--- config.mk ---
export PLATFORM = sky130hd
export DESIGN_NAME = spi_buffer_sync
export DESIGN_NICKNAME = d
export VERILOG_FILES = /design/src/rtl/spi_buffer_sync.sv
export SDC_FILE = /design/constraint.sdc
export NUM_CORES = 1
export LEC_CHECK = 0
export CAP_MARGIN = 25
export CORE_MARGIN = 5
export CORE_UTILIZATION = 51
export DETAILED_ROUTE_END_ITERATION = 8
export PLACE_DENSITY = 0.91
export SLEW_MARGIN = 20
export SYNTH_ARGS = -nofsm -noshare
export SYNTH_HDL_FRONTEND = slang
export SYNTH_SLANG_ARGS = --single-unit
--- constraint.sdc ---
create_clock -name clk -period 3.65 [get_ports clk]
set_input_delay 1.095 -clock clk [delete_from_list [all_inputs] [get_ports clk]]
set_output_delay 1.095 -clock clk [all_outputs]
set_load 0.005 [all_outputs]
--- src/rtl/spi_buffer_sync.sv ---
// spi_buffer_sync: oversampled SPI target, all four modes, with flat rx/tx byte
// arrays, a per-transaction length and done/overrun status.
module spi_buffer_sync #(
   parameter int MAX_BYTES = 4,
   parameter bit CPOL      = 1'b0,
   parameter bit CPHA      = 1'b0,
   parameter int LEN_W     = $clog2(MAX_BYTES + 1)
) (
   input  logic                   clk,
   input  logic                   reset_n,
   input  logic                   spi_sclk,
   input  logic                   spi_cs_n,
   input  logic                   spi_rx,
   output logic                   spi_tx,
   input  logic [MAX_BYTES*8-1:0] tx_data,
   input  logic [LEN_W-1:0]       length,
   output logic [MAX_BYTES*8-1:0] rx_data,
   output logic [LEN_W-1:0]       byte_count,
   output logic                   busy,
   output logic                   done,
   output logic                   overrun
);
   localparam logic [1:0] IDLE = 2'd0, SELECT = 2'd1, XFER = 2'd2;
   logic [2:0] sclk_q, cs_q;
   logic [1:0] rx_q;
   logic [1:0] state_q, state_d;
   logic [2:0] bit_q, bit_d;
   logic [7:0] rsh_q, rsh_d, tsh_q, tsh_d, tx_byte, byte_in;
   logic tx_q, tx_d, busy_q, busy_d, done_q, done_d, ovr_q, ovr_d;
   logic [LEN_W-1:0] len_q, len_d, cnt_q, cnt_d;
   logic [MAX_BYTES*8-1:0] rxd_q, rxd_d;
   logic [LEN_W:0] nxt;
   logic lead, trail, cs_fall, cs_rise, active, smp, shf, cmp;
   assign lead    = (sclk_q[2] == CPOL) && (sclk_q[1] != CPOL);
   assign trail   = (sclk_q[2] != CPOL) && (sclk_q[1] == CPOL);
   assign cs_fall = cs_q[2] & ~cs_q[1];
   assign cs_rise = ~cs_q[2] & cs_q[1];
   assign active  = state_q != IDLE;
   assign smp     = active && (CPHA ? trail : lead);
   assign shf     = active && (CPHA ? lead : trail);
   assign cmp     = smp && bit_q == 3'd7;
   assign byte_in = {rsh_q[6:0], rx_q[1]};
   assign nxt     = {1'b0, cnt_q} + 1'b1;
   always_comb begin
      tx_byte = 8'h00;
      for (int i = 0; i < MAX_BYTES; i++)
         if (nxt == (LEN_W+1)'(i) && nxt < {1'b0, len_q}) tx_byte = tx_data[8*i +: 8];
   end
   always_comb begin
      state_d = state_q;
      bit_d   = bit_q;
      rsh_d   = rsh_q;
      tsh_d   = tsh_q;
      tx_d    = tx_q;
      busy_d  = busy_q;
      done_d  = 1'b0;
      ovr_d   = ovr_q;
      len_d   = len_q;
      cnt_d   = cnt_q;
      rxd_d   = rxd_q;
      if (cs_rise) begin
         state_d = IDLE;
         busy_d  = 1'b0;
      end else if (cs_fall) begin
         state_d = SELECT;
         len_d   = (length > LEN_W'(MAX_BYTES)) ? LEN_W'(MAX_BYTES) : length;
         cnt_d   = '0;
         ovr_d   = 1'b0;
         bit_d   = 3'd0;
         busy_d  = 1'b1;
         // CPHA=0 must present the MSB before the first edge; CPHA=1 waits for it
         tsh_d   = CPHA ? tx_data[7:0] : {tx_data[6:0], 1'b0};
         tx_d    = CPHA ? tx_q : tx_data[7];
      end else begin
         state_d = (state_q == SELECT) ? XFER : state_q;
         if (smp) begin
            rsh_d = byte_in;
            bit_d = bit_q + 3'd1;
         end
         if (shf) begin
            tx_d  = tsh_q[7];
            tsh_d = {tsh_q[6:0], 1'b0};
         end
         if (cmp) begin
            for (int i = 0; i < MAX_BYTES; i++)
               if (cnt_q == LEN_W'(i) && cnt_q < len_q) rxd_d[8*i +: 8] = byte_in;
            ovr_d  = ovr_q | (cnt_q >= len_q);
            cnt_d  = &cnt_q ? cnt_q : cnt_q + LEN_W'(1);
            tsh_d  = tx_byte;
            done_d = nxt == {1'b0, len_q};
         end
      end
   end
   always_ff @(posedge clk or negedge reset_n) begin
      if (!reset_n) begin
         sclk_q  <= {3{CPOL}};
         cs_q    <= 3'b000;
         rx_q    <= 2'b00;
         state_q <= IDLE;
         bit_q   <= 3'd0;
         rsh_q   <= 8'h00;
         tsh_q   <= 8'h00;
         tx_q    <= 1'b0;
         busy_q  <= 1'b0;
         done_q  <= 1'b0;
         ovr_q   <= 1'b0;
         len_q   <= '0;
         cnt_q   <= '0;
         rxd_q   <= '0;
      end else begin
         sclk_q  <= {sclk_q[1:0], spi_sclk};
         cs_q    <= {cs_q[1:0], spi_cs_n};
         rx_q    <= {rx_q[0], spi_rx};
         state_q <= state_d;
         bit_q   <= bit_d;
         rsh_q   <= rsh_d;
         tsh_q   <= tsh_d;
         tx_q    <= tx_d;
         busy_q  <= busy_d;
         done_q  <= done_d;
         ovr_q   <= ovr_d;
         len_q   <= len_d;
         cnt_q   <= cnt_d;
         rxd_q   <= rxd_d;
      end
   end
   assign spi_tx     = tx_q;
   assign rx_data    = rxd_q;
   assign byte_count = cnt_q;
   assign busy       = busy_q;
   assign done       = done_q;
   assign overrun    = ovr_q;
endmodule

# Word level (Yosys, flattened, before mapping)
# Index checks and enable logic that the tools add are counted.
# word_totals
output_inout_bits,39
reg_bits,70
in_bits,40
# op_classes
n_reduce_logical,34
bitwise_logic,9
muxes,25
n_eq_ne,10
order_cmp,4
n_addsub,3
# ops
op,n
8-bit two-way mux,7
3-bit two-way mux,6
4-bit AND reduction,4
1-bit logical AND,13
2-bit AND reduction,5
2-bit nonzero test,5
1-bit two-way mux,9
3-bit AND reduction,3
"4-bit by 2-bit == test with 1-bit output, second input constant",2
"3-bit by 1-bit adder with 3-bit output, second input constant",2
"3-bit by 2-bit == test with 1-bit output, second input constant",2
2-bit two-way mux,3
1-bit inverter,6
3-bit nonzero test,2
"3-bit by 1-bit adder with 4-bit output, second input constant",1
"4-bit by 1-bit == test with 1-bit output, second input constant",1
4-bit by 3-bit == test with 1-bit output,1
4-bit logical NOT,1
4-bit by 3-bit < comparator with 1-bit output,1
"3-bit by 1-bit == test with 1-bit output, second input constant",1
"3-bit == test, second input constant",1
3-bit greater-or-equal comparator,1
"3-bit > comparator, second input constant",1
3-bit logical NOT,1
other kinds (5),6

# Longest topological paths before layout
# Gate-level depths: netlist of the first run.
# depth
word_depth,9
ltp_mapped,8
mapped_depth_nobuf,7

# Least setup slack after synthesis of the first run
# Ideal clock, no wire load.
# synth_path
kind,register to register
start,register cnt_q[0] (netlist: byte_count[0])
end,register tsh_q[0]
arrival_ns,2.057
path_stages_with_launch,8
setup_slack_ns,1.483
period_less_slack_ns,2.167
cell_sequence,dfrtp_1 inv_1 ha_1 ha_1 nor2b_1 o21ai_1 nand3_1 o41ai_1
# synth_via
elab_chain_len,9
# synth_lines
item,line_no,text
start: declaration,30,"logic [LEN_W-1:0] len_q, len_d, cnt_q, cnt_d;"
start signal: assignment,123,cnt_q <= cnt_d;
3-bit by 1-bit adder with 4-bit output *,43,"assign nxt = {1'b0, cnt_q} + 1'b1;"
4-bit by 3-bit < comparator with 1-bit output / 4-bit logical NOT (equally long branches),47,"if (nxt == (LEN_W+1)'(i) && nxt < {1'b0, len_q}) tx_byte = tx_data[8*i +: 8];"
1-bit logical AND,47,
8-bit two-way mux (3 in a row),47,
8-bit two-way mux *,47,
8-bit two-way mux *,84,if (cmp) begin
8-bit two-way mux *,64,end else if (cs_fall) begin
end signal: assignment,117,tsh_q <= tsh_d;
end: declaration,28,"logic [7:0] rsh_q, rsh_d, tsh_q, tsh_d, tx_byte, byte_in;"
# Every way passes the cells marked *; elsewhere a longest branch is shown, timed or not.
# A chain may end at the register's enable or synchronous reset.

# Final worst setup path of the first run
# layout_path
start,register cs_q[1]
end,register rxd_q[25] (netlist: rx_data[25])
# layout_via
elab_chain_len,4
# layout_lines
item,line_no,text
start: declaration,24,"logic [2:0] sclk_q, cs_q;"
start signal: assignment,112,"cs_q <= {cs_q[1:0], spi_cs_n};"
1-bit inverter,36,assign cs_fall = cs_q[2] & ~cs_q[1];
1-bit bitwise AND,36,
1-bit inverter (no source line),-,
4-bit AND reduction (no source line) *,-,
end signal: assignment,124,rxd_q <= rxd_d;
end: declaration,31,"logic [MAX_BYTES*8-1:0] rxd_q, rxd_d;"
# Marked as above.

==> metrics, run 1 <==
DR vias/cell=5.80; commonest non-fill, non-tap cell in the layout=clkdlybuf4s50_1; CTS H-tree depth=3; FP Rows=30; worst-path cell chain=inv_1, ha_1, nand3_1, or4b_1, mux2_4; Reg2Reg Setup Slack=980 ps; Synth async-reset ratio=100%; Crit Path Max Fanout=11; largest cells by area after synthesis=dfrtp_1, mux2_2, ha_1; Fin. Hold Viols=0; Synth Flop Type=dfrtp_1; Tightest Pin Transition=808 ps; share of layout cells above drive strength 1=16.8%; Netlist cell types=45; Final Max Slew Viols=0; CP startpoint kind=flop; Layout area overhead=29.7%; Die Width=92.4 µm; vias after detailed routing=2631; CTS tree=built; syn_nets=344; final worst slack=984 ps; first-pass GRT wire length=13500 µm; slowest stage cell, crit path=or4b_1; Synth area leader=dfrtp_1; Post-CTS Setup Inserts=0; Final Util=66.9%; Net Sw Frac=27.6%; power per cell area=376 nW/µm²; Post-synth EDFFs=0; pre-CTS setup slack=931 ps; LEAKAGE=2.03 nW; # diodes=0; min-delay worst type=flop to flop; post-cts gate resize count=0; CP top delay family=simple AND/OR/NAND/NOR gates; final critical-path share of the clock period=73.0%; DRT Wirelength=8170 µm; crit path DAT=2890 ps; slew margin rel.=46.0%; drt pass-1 iters=4; Avg Inst Size Synth=12.1 µm²; Critical Path End Type=flop; clock latency on the worst-skew pair=340 ps; Worst Skew=9.06 ps; RSZ-0062 raised after global routing=false; final worst path period need=2670 ps; Max Root-Sink Buffers=2; max_cap viols=0; GRT Util Overall=19.9%; core area=6720 µm²; Final setup viols=0; setup TNS=0 ps; cell count after synthesis=287; vias in the first global route=2653; number of DRC markers in iteration 0=188; Hold Slack=350 ps; maximum vdd drop=244 µV; Reg power frac=54.4%; cell-internal power=1.22 mW; FF-to-FF path depth=5; post-synthesis instance area=3460 µm²; post-layout total power=1.69 mW; cts bufs inserted=9; largest net degree at the start of global routing=33; Setup CP Type=flop to flop; Crit path largest cell delay=940 ps; Combinational Power Share=14.4%; fmax=0.375 GHz; TritonCTS Sinks=70; clock-pin transition on the worst setup and hold timing paths=70 ps; register area share after synthesis=50.6%; die area=8540 µm²; grt ovf=0; number of routed nets with antenna violations=0; Clock Power Share=31.2%; CTS hold repair buffers=0; Root Driver=clkbuf_8; Crit. path cell count=5; initial antenna violation count=0; fin nets=427; hold path depth=0; routability cong.=0.854; Worst EP required=3870 ps; Buf+Inv Stages, Crit Path=1; post-synth top area share=50.6%; synthesized flop and latch total=70; Port Buffer Count=78; final routed DRC violation total=0; Starting Density=51.6%; Synth warnings=0; detailed placement HPWL=5840 µm; Routed WL per cell=18.0 µm; NetSw=0.467 mW; # IOs=79; DIE HEIGHT=92.4 µm; outcome=finished clean; commonest cells after routing, fill and taps aside=clkdlybuf4s50_1, dfrtp_1, mux2_2
-- power groups by stage --
stage	clock, mW	sequential (mW)	combinational, mW
after floorplan	0	0.912	0.142
after global placement	0	0.928	0.234
after detailed placement	0	0.933	0.244
after CTS	0.540	0.919	0.247
after global routing	0.574	0.931	0.273
final	0.527	0.919	0.244
-- registers in the layout (all words and copies together) (netlist names) --
| signal | cells |
|---|---|
| byte_count | 3 |
| sclk_q | 3 |
| cs_q | 3 |
| busy | 1 |
| rx_data | 32 |
| overrun | 1 |
| state_q | 2 |
| rsh_q | 7 |
| tsh_q | 8 |
| len_q | 3 |
| done | 1 |
| spi_tx | 1 |
| rx_q | 2 |
| bit_q | 3 |
-- stage by stage --
| stage | instances | area (µm²) |
|---|---|---|
| after floorplan | 287 | 3460 |
| after global placement | 439 | 4330 |
| after detailed placement | 439 | 4330 |
| after CTS | 454 | 4490 |
| after global routing | 454 | 4490 |
| final | 454 | 4490 |
-- area by class of cell --
cell class                 instances  area, µm²
clock buffer                       9        124
clock inverter                     6       38.8
fill                             489       2220
inverter                          20       75.1
multi-input combinational        186       1590
sequential                        70       1750
tap                               80        100
timing repair buffer              83        813
-- logic make-up (layout without fill, tap and decap cells) --
family	Yosys count	after routing	synth area share [%]
simple gates	76	76	14.2
flops	70	70	50.6
compound gates	45	45	9.43
mux	48	48	16.1
buf+inv	31	118	3.50
fa+ha+maj	17	17	6.14
-- final timing paths --
kind,from,endpoint
min in group asynchronous,reset_n,rx_data[17]
setup / recovery,cs_q[1],rx_data[25]
max in group asynchronous,reset_n,bit_q[2]
setup reg to reg,cs_q[1],rx_data[25]
hold reg to reg,sclk_q[0],sclk_q[1]
hold / removal,sclk_q[0],sclk_q[1]
-- Yosys cell counts, types with 8 or more instances --
| cell | n |
|---|---|
| clkbuf_1 | 8 |
| nand4_1 | 9 |
| a21oi_1 | 9 |
| ha_1 | 17 |
| nand3b_1 | 8 |
| mux2i_1 | 9 |
| nand2_1 | 19 |
| inv_1 | 20 |
| mux2_2 | 31 |
| mux2_4 | 8 |
| dfrtp_1 | 70 |
-- worst reg2reg max path: stages (launching register included) --
cell,delay [ps]
dfrtp_1,380
inv_1,60
ha_1,360
nand3_1,420
or4b_1,940
mux2_4,400
-- per-layer routing --
metal / share of wire, % / global-route usage (%) / routed length (µm) / vias up
met5: 0 / 0 / 0 / -
li1: - / - / - / 1235
met1: 44 / 27.2 / 3600 / 1293
met4: 2.7 / 9.53 / 223 / 0
met2: 48 / 30.5 / 3890 / 83
met3: 5.6 / 3.66 / 461 / 20
Power figures use the tool's default switching activity.
==> inputs of run 2 (changes only) <==
--- a/config.mk
+++ b/config.mk
@@ -7,9 +7,9 @@
 export LEC_CHECK = 0
 export CAP_MARGIN = 25
 export CORE_MARGIN = 5
-export CORE_UTILIZATION = 51
+export CORE_UTILIZATION = 45
 export DETAILED_ROUTE_END_ITERATION = 8
-export PLACE_DENSITY = 0.91
+export PLACE_DENSITY = 0.86
 export SLEW_MARGIN = 20
 export SYNTH_ARGS = -nofsm -noshare
 export SYNTH_HDL_FRONTEND = slang
==> constraint.sdc (replaced) <==
create_clock -name clk -period 2.3 [get_ports clk]
set_input_delay 0.69 -clock clk [delete_from_list [all_inputs] [get_ports clk]]
set_output_delay 0.69 -clock clk [all_outputs]
set_load 0.005 [all_outputs]
==> metrics, run 2 (same netlist as run 1, synthesis figures left out) <==
setup TNS=0 ps (unchanged); Layout area overhead=34.3%; slowest stage cell, crit path=a311o_1; Worst EP required=2500 ps (-1370 ps); clock-pin transition on the worst setup and hold timing paths=80 ps (about the same); GRT Util Overall=18.4% (-1.5 points); # diodes=0 (unchanged); final routed DRC violation total=0 (unchanged); worst-path cell chain=inv_1, ha_1, inv_1, a311o_1, o311ai_0; vias after detailed routing=2700 (+2.6%); vias in the first global route=2853 (+7.5%); Fin. Hold Viols=0 (unchanged); Reg2Reg Setup Slack=140 ps (-840 ps); RSZ-0062 raised after global routing=false; Tightest Pin Transition=793 ps (-15.4 ps); CTS tree=built; Combinational Power Share=14.8% (+0.4 points); largest net degree at the start of global routing=71 (+120%); min-delay worst type=primary input to asynchronous set/reset pin; Routed WL per cell=17.2 µm (-4.4%); power per cell area=592 nW/µm² (+57%); Net Sw Frac=27.6% (about the same); Clock Power Share=32.3% (+1.1 points); NetSw=0.760 mW (+63%); crit path DAT=2360 ps (-530 ps); first-pass GRT wire length=14400 µm (+6.7%); Crit Path Max Fanout=15 (+4); R2R Path Start=cs_q[1]; CTS H-tree depth=3 (unchanged); routability cong.=0.890 (+4.3%); outcome=finished clean; # IOs=79 (unchanged); die area=9550 µm² (+12%); maximum vdd drop=337 µV (+38%); number of routed nets with antenna violations=0 (unchanged); cell mode on critical path=inv_1; reg2reg end=tsh_q[5]; clock latency on the worst-skew pair=330 ps (about the same); final critical-path share of the clock period=93.7% (+21 points); drt pass-1 iters=4 (unchanged); max_cap viols=0 (unchanged); commonest cells after routing, fill and taps aside=clkdlybuf4s50_1, dfrtp_1, mux2_2; CTS hold repair buffers=0 (unchanged); Port Buffer Count=78 (unchanged); Crit. path cell count=5 (unchanged); number of DRC markers in iteration 0=96 (-49%); share of layout cells above drive strength 1=20.2% (+3.3 points); Starting Density=45.5% (-6.0 points); Final setup viols=0 (unchanged); Final Max Slew Viols=0 (unchanged); Largest register FFs=32 (unchanged); CP startpoint kind=flop; Critical Path End Type=flop; LEAKAGE=2.11 nW (+3.7%); slew margin rel.=47.0% (+1.0 points); Reg power frac=52.9% (-1.5 points); fin nets=439 (+2.8%); post-place instance area=4460 µm² (+3.0%); TritonCTS Sinks=70 (unchanged); filler cell count=596 (+22%); grt ovf=0 (unchanged); Buf+Inv Stages, Crit Path=2 (+1); core area=7610 µm² (+13%); CP top delay family=compound AO/OA/AOI/OAI gates; Worst Skew=10.0 ps (+0.939 ps); initial antenna violation count=0 (unchanged); DR vias/cell=5.52 (-4.7%); Die Width=97.7 µm (+5.8%); DIE HEIGHT=97.7 µm (+5.8%); detailed placement HPWL=6210 µm (+6.3%); cts bufs inserted=9 (unchanged); Setup CP Type=flop to flop; Root Driver=clkbuf_8; fmax=0.464 GHz (+24%); DRT Wirelength=8420 µm (+3.0%); FP Rows=32 (+6.7%); cell-internal power=1.99 mW (+63%); commonest non-fill, non-tap cell in the layout=clkdlybuf4s50_1; FF-to-FF path depth=5 (unchanged); Crit path largest cell delay=500 ps (-440 ps); Finished Cell Area=4650 µm² (+3.6%); Max Root-Sink Buffers=2 (unchanged); final worst path period need=2160 ps (-511 ps)
==> run 2: worst max path at each step <==
stage                       start        to
finish                    cs_q[1]  tsh_q[5]
CTS                 byte_count[0]  tsh_q[0]
global placement       tx_data[2]  tsh_q[2]
floorplan           byte_count[0]  tsh_q[0]
detailed placement     tx_data[4]  tsh_q[4]
global route              cs_q[1]  tsh_q[3]
==> run 2: what timing repair did <==
action	4_1_cts	5_1_grt
buffers inserted	0	0
setup endpoints to repair	0	1
gates resized for setup	0	2
==> run 2: cell type report <==
class | count | area (µm²) | share of cell area (%)
Sequential cell | 70 | 1750 | 37.7
Tap cell | 102 | 128 | 2.74
Timing Repair Buffer | 95 | 916 | 19.7
Multi-Input combinational cell | 186 | 1600 | 34.4
Clock buffer | 10 | 138 | 2.96
Clock inverter | 6 | 46.3 | 0.995
Inverter | 20 | 75.1 | 1.61
==> run 2: per-layer routing <==
metal,share of wire [%],vias up,track usage [%]
met3,4.6,13,3.79
li1,-,1254,-
met4,2.1,0,7.45
met2,50,80,30.3
met1,44,1353,23.8
met5,0,-,0
==> run 2: worst register-to-register path, cell delays in order, from the launching register on <==
cell	delay, ps
dfrtp_1	400
inv_1	60
ha_1	380
inv_1	240
a311o_1	500
o311ai_0	440
==> run 2: per-stage QoR <==
stage	hold WS [ps]	total power [mW]	setup WS, ps	util, %	std cells
floorplan	331	1.67	133	-	287
global placement	332	1.86	68.3	58.7	473
detailed placement	341	1.89	29.0	58.7	473
CTS	364	2.78	41.8	61.1	489
global route	373	2.91	4.17	61.2	489
finish	357	2.75	145	61.2	489
==> run 2: power groups by stage <==
stage | clock, mW | combinational [mW] | sequential (mW)
after floorplan | 0 | 0.225 | 1.45
after global placement | 0 | 0.386 | 1.47
after detailed placement | 0 | 0.407 | 1.48
after CTS | 0.911 | 0.412 | 1.46
after global routing | 0.970 | 0.459 | 1.48
final | 0.891 | 0.407 | 1.46
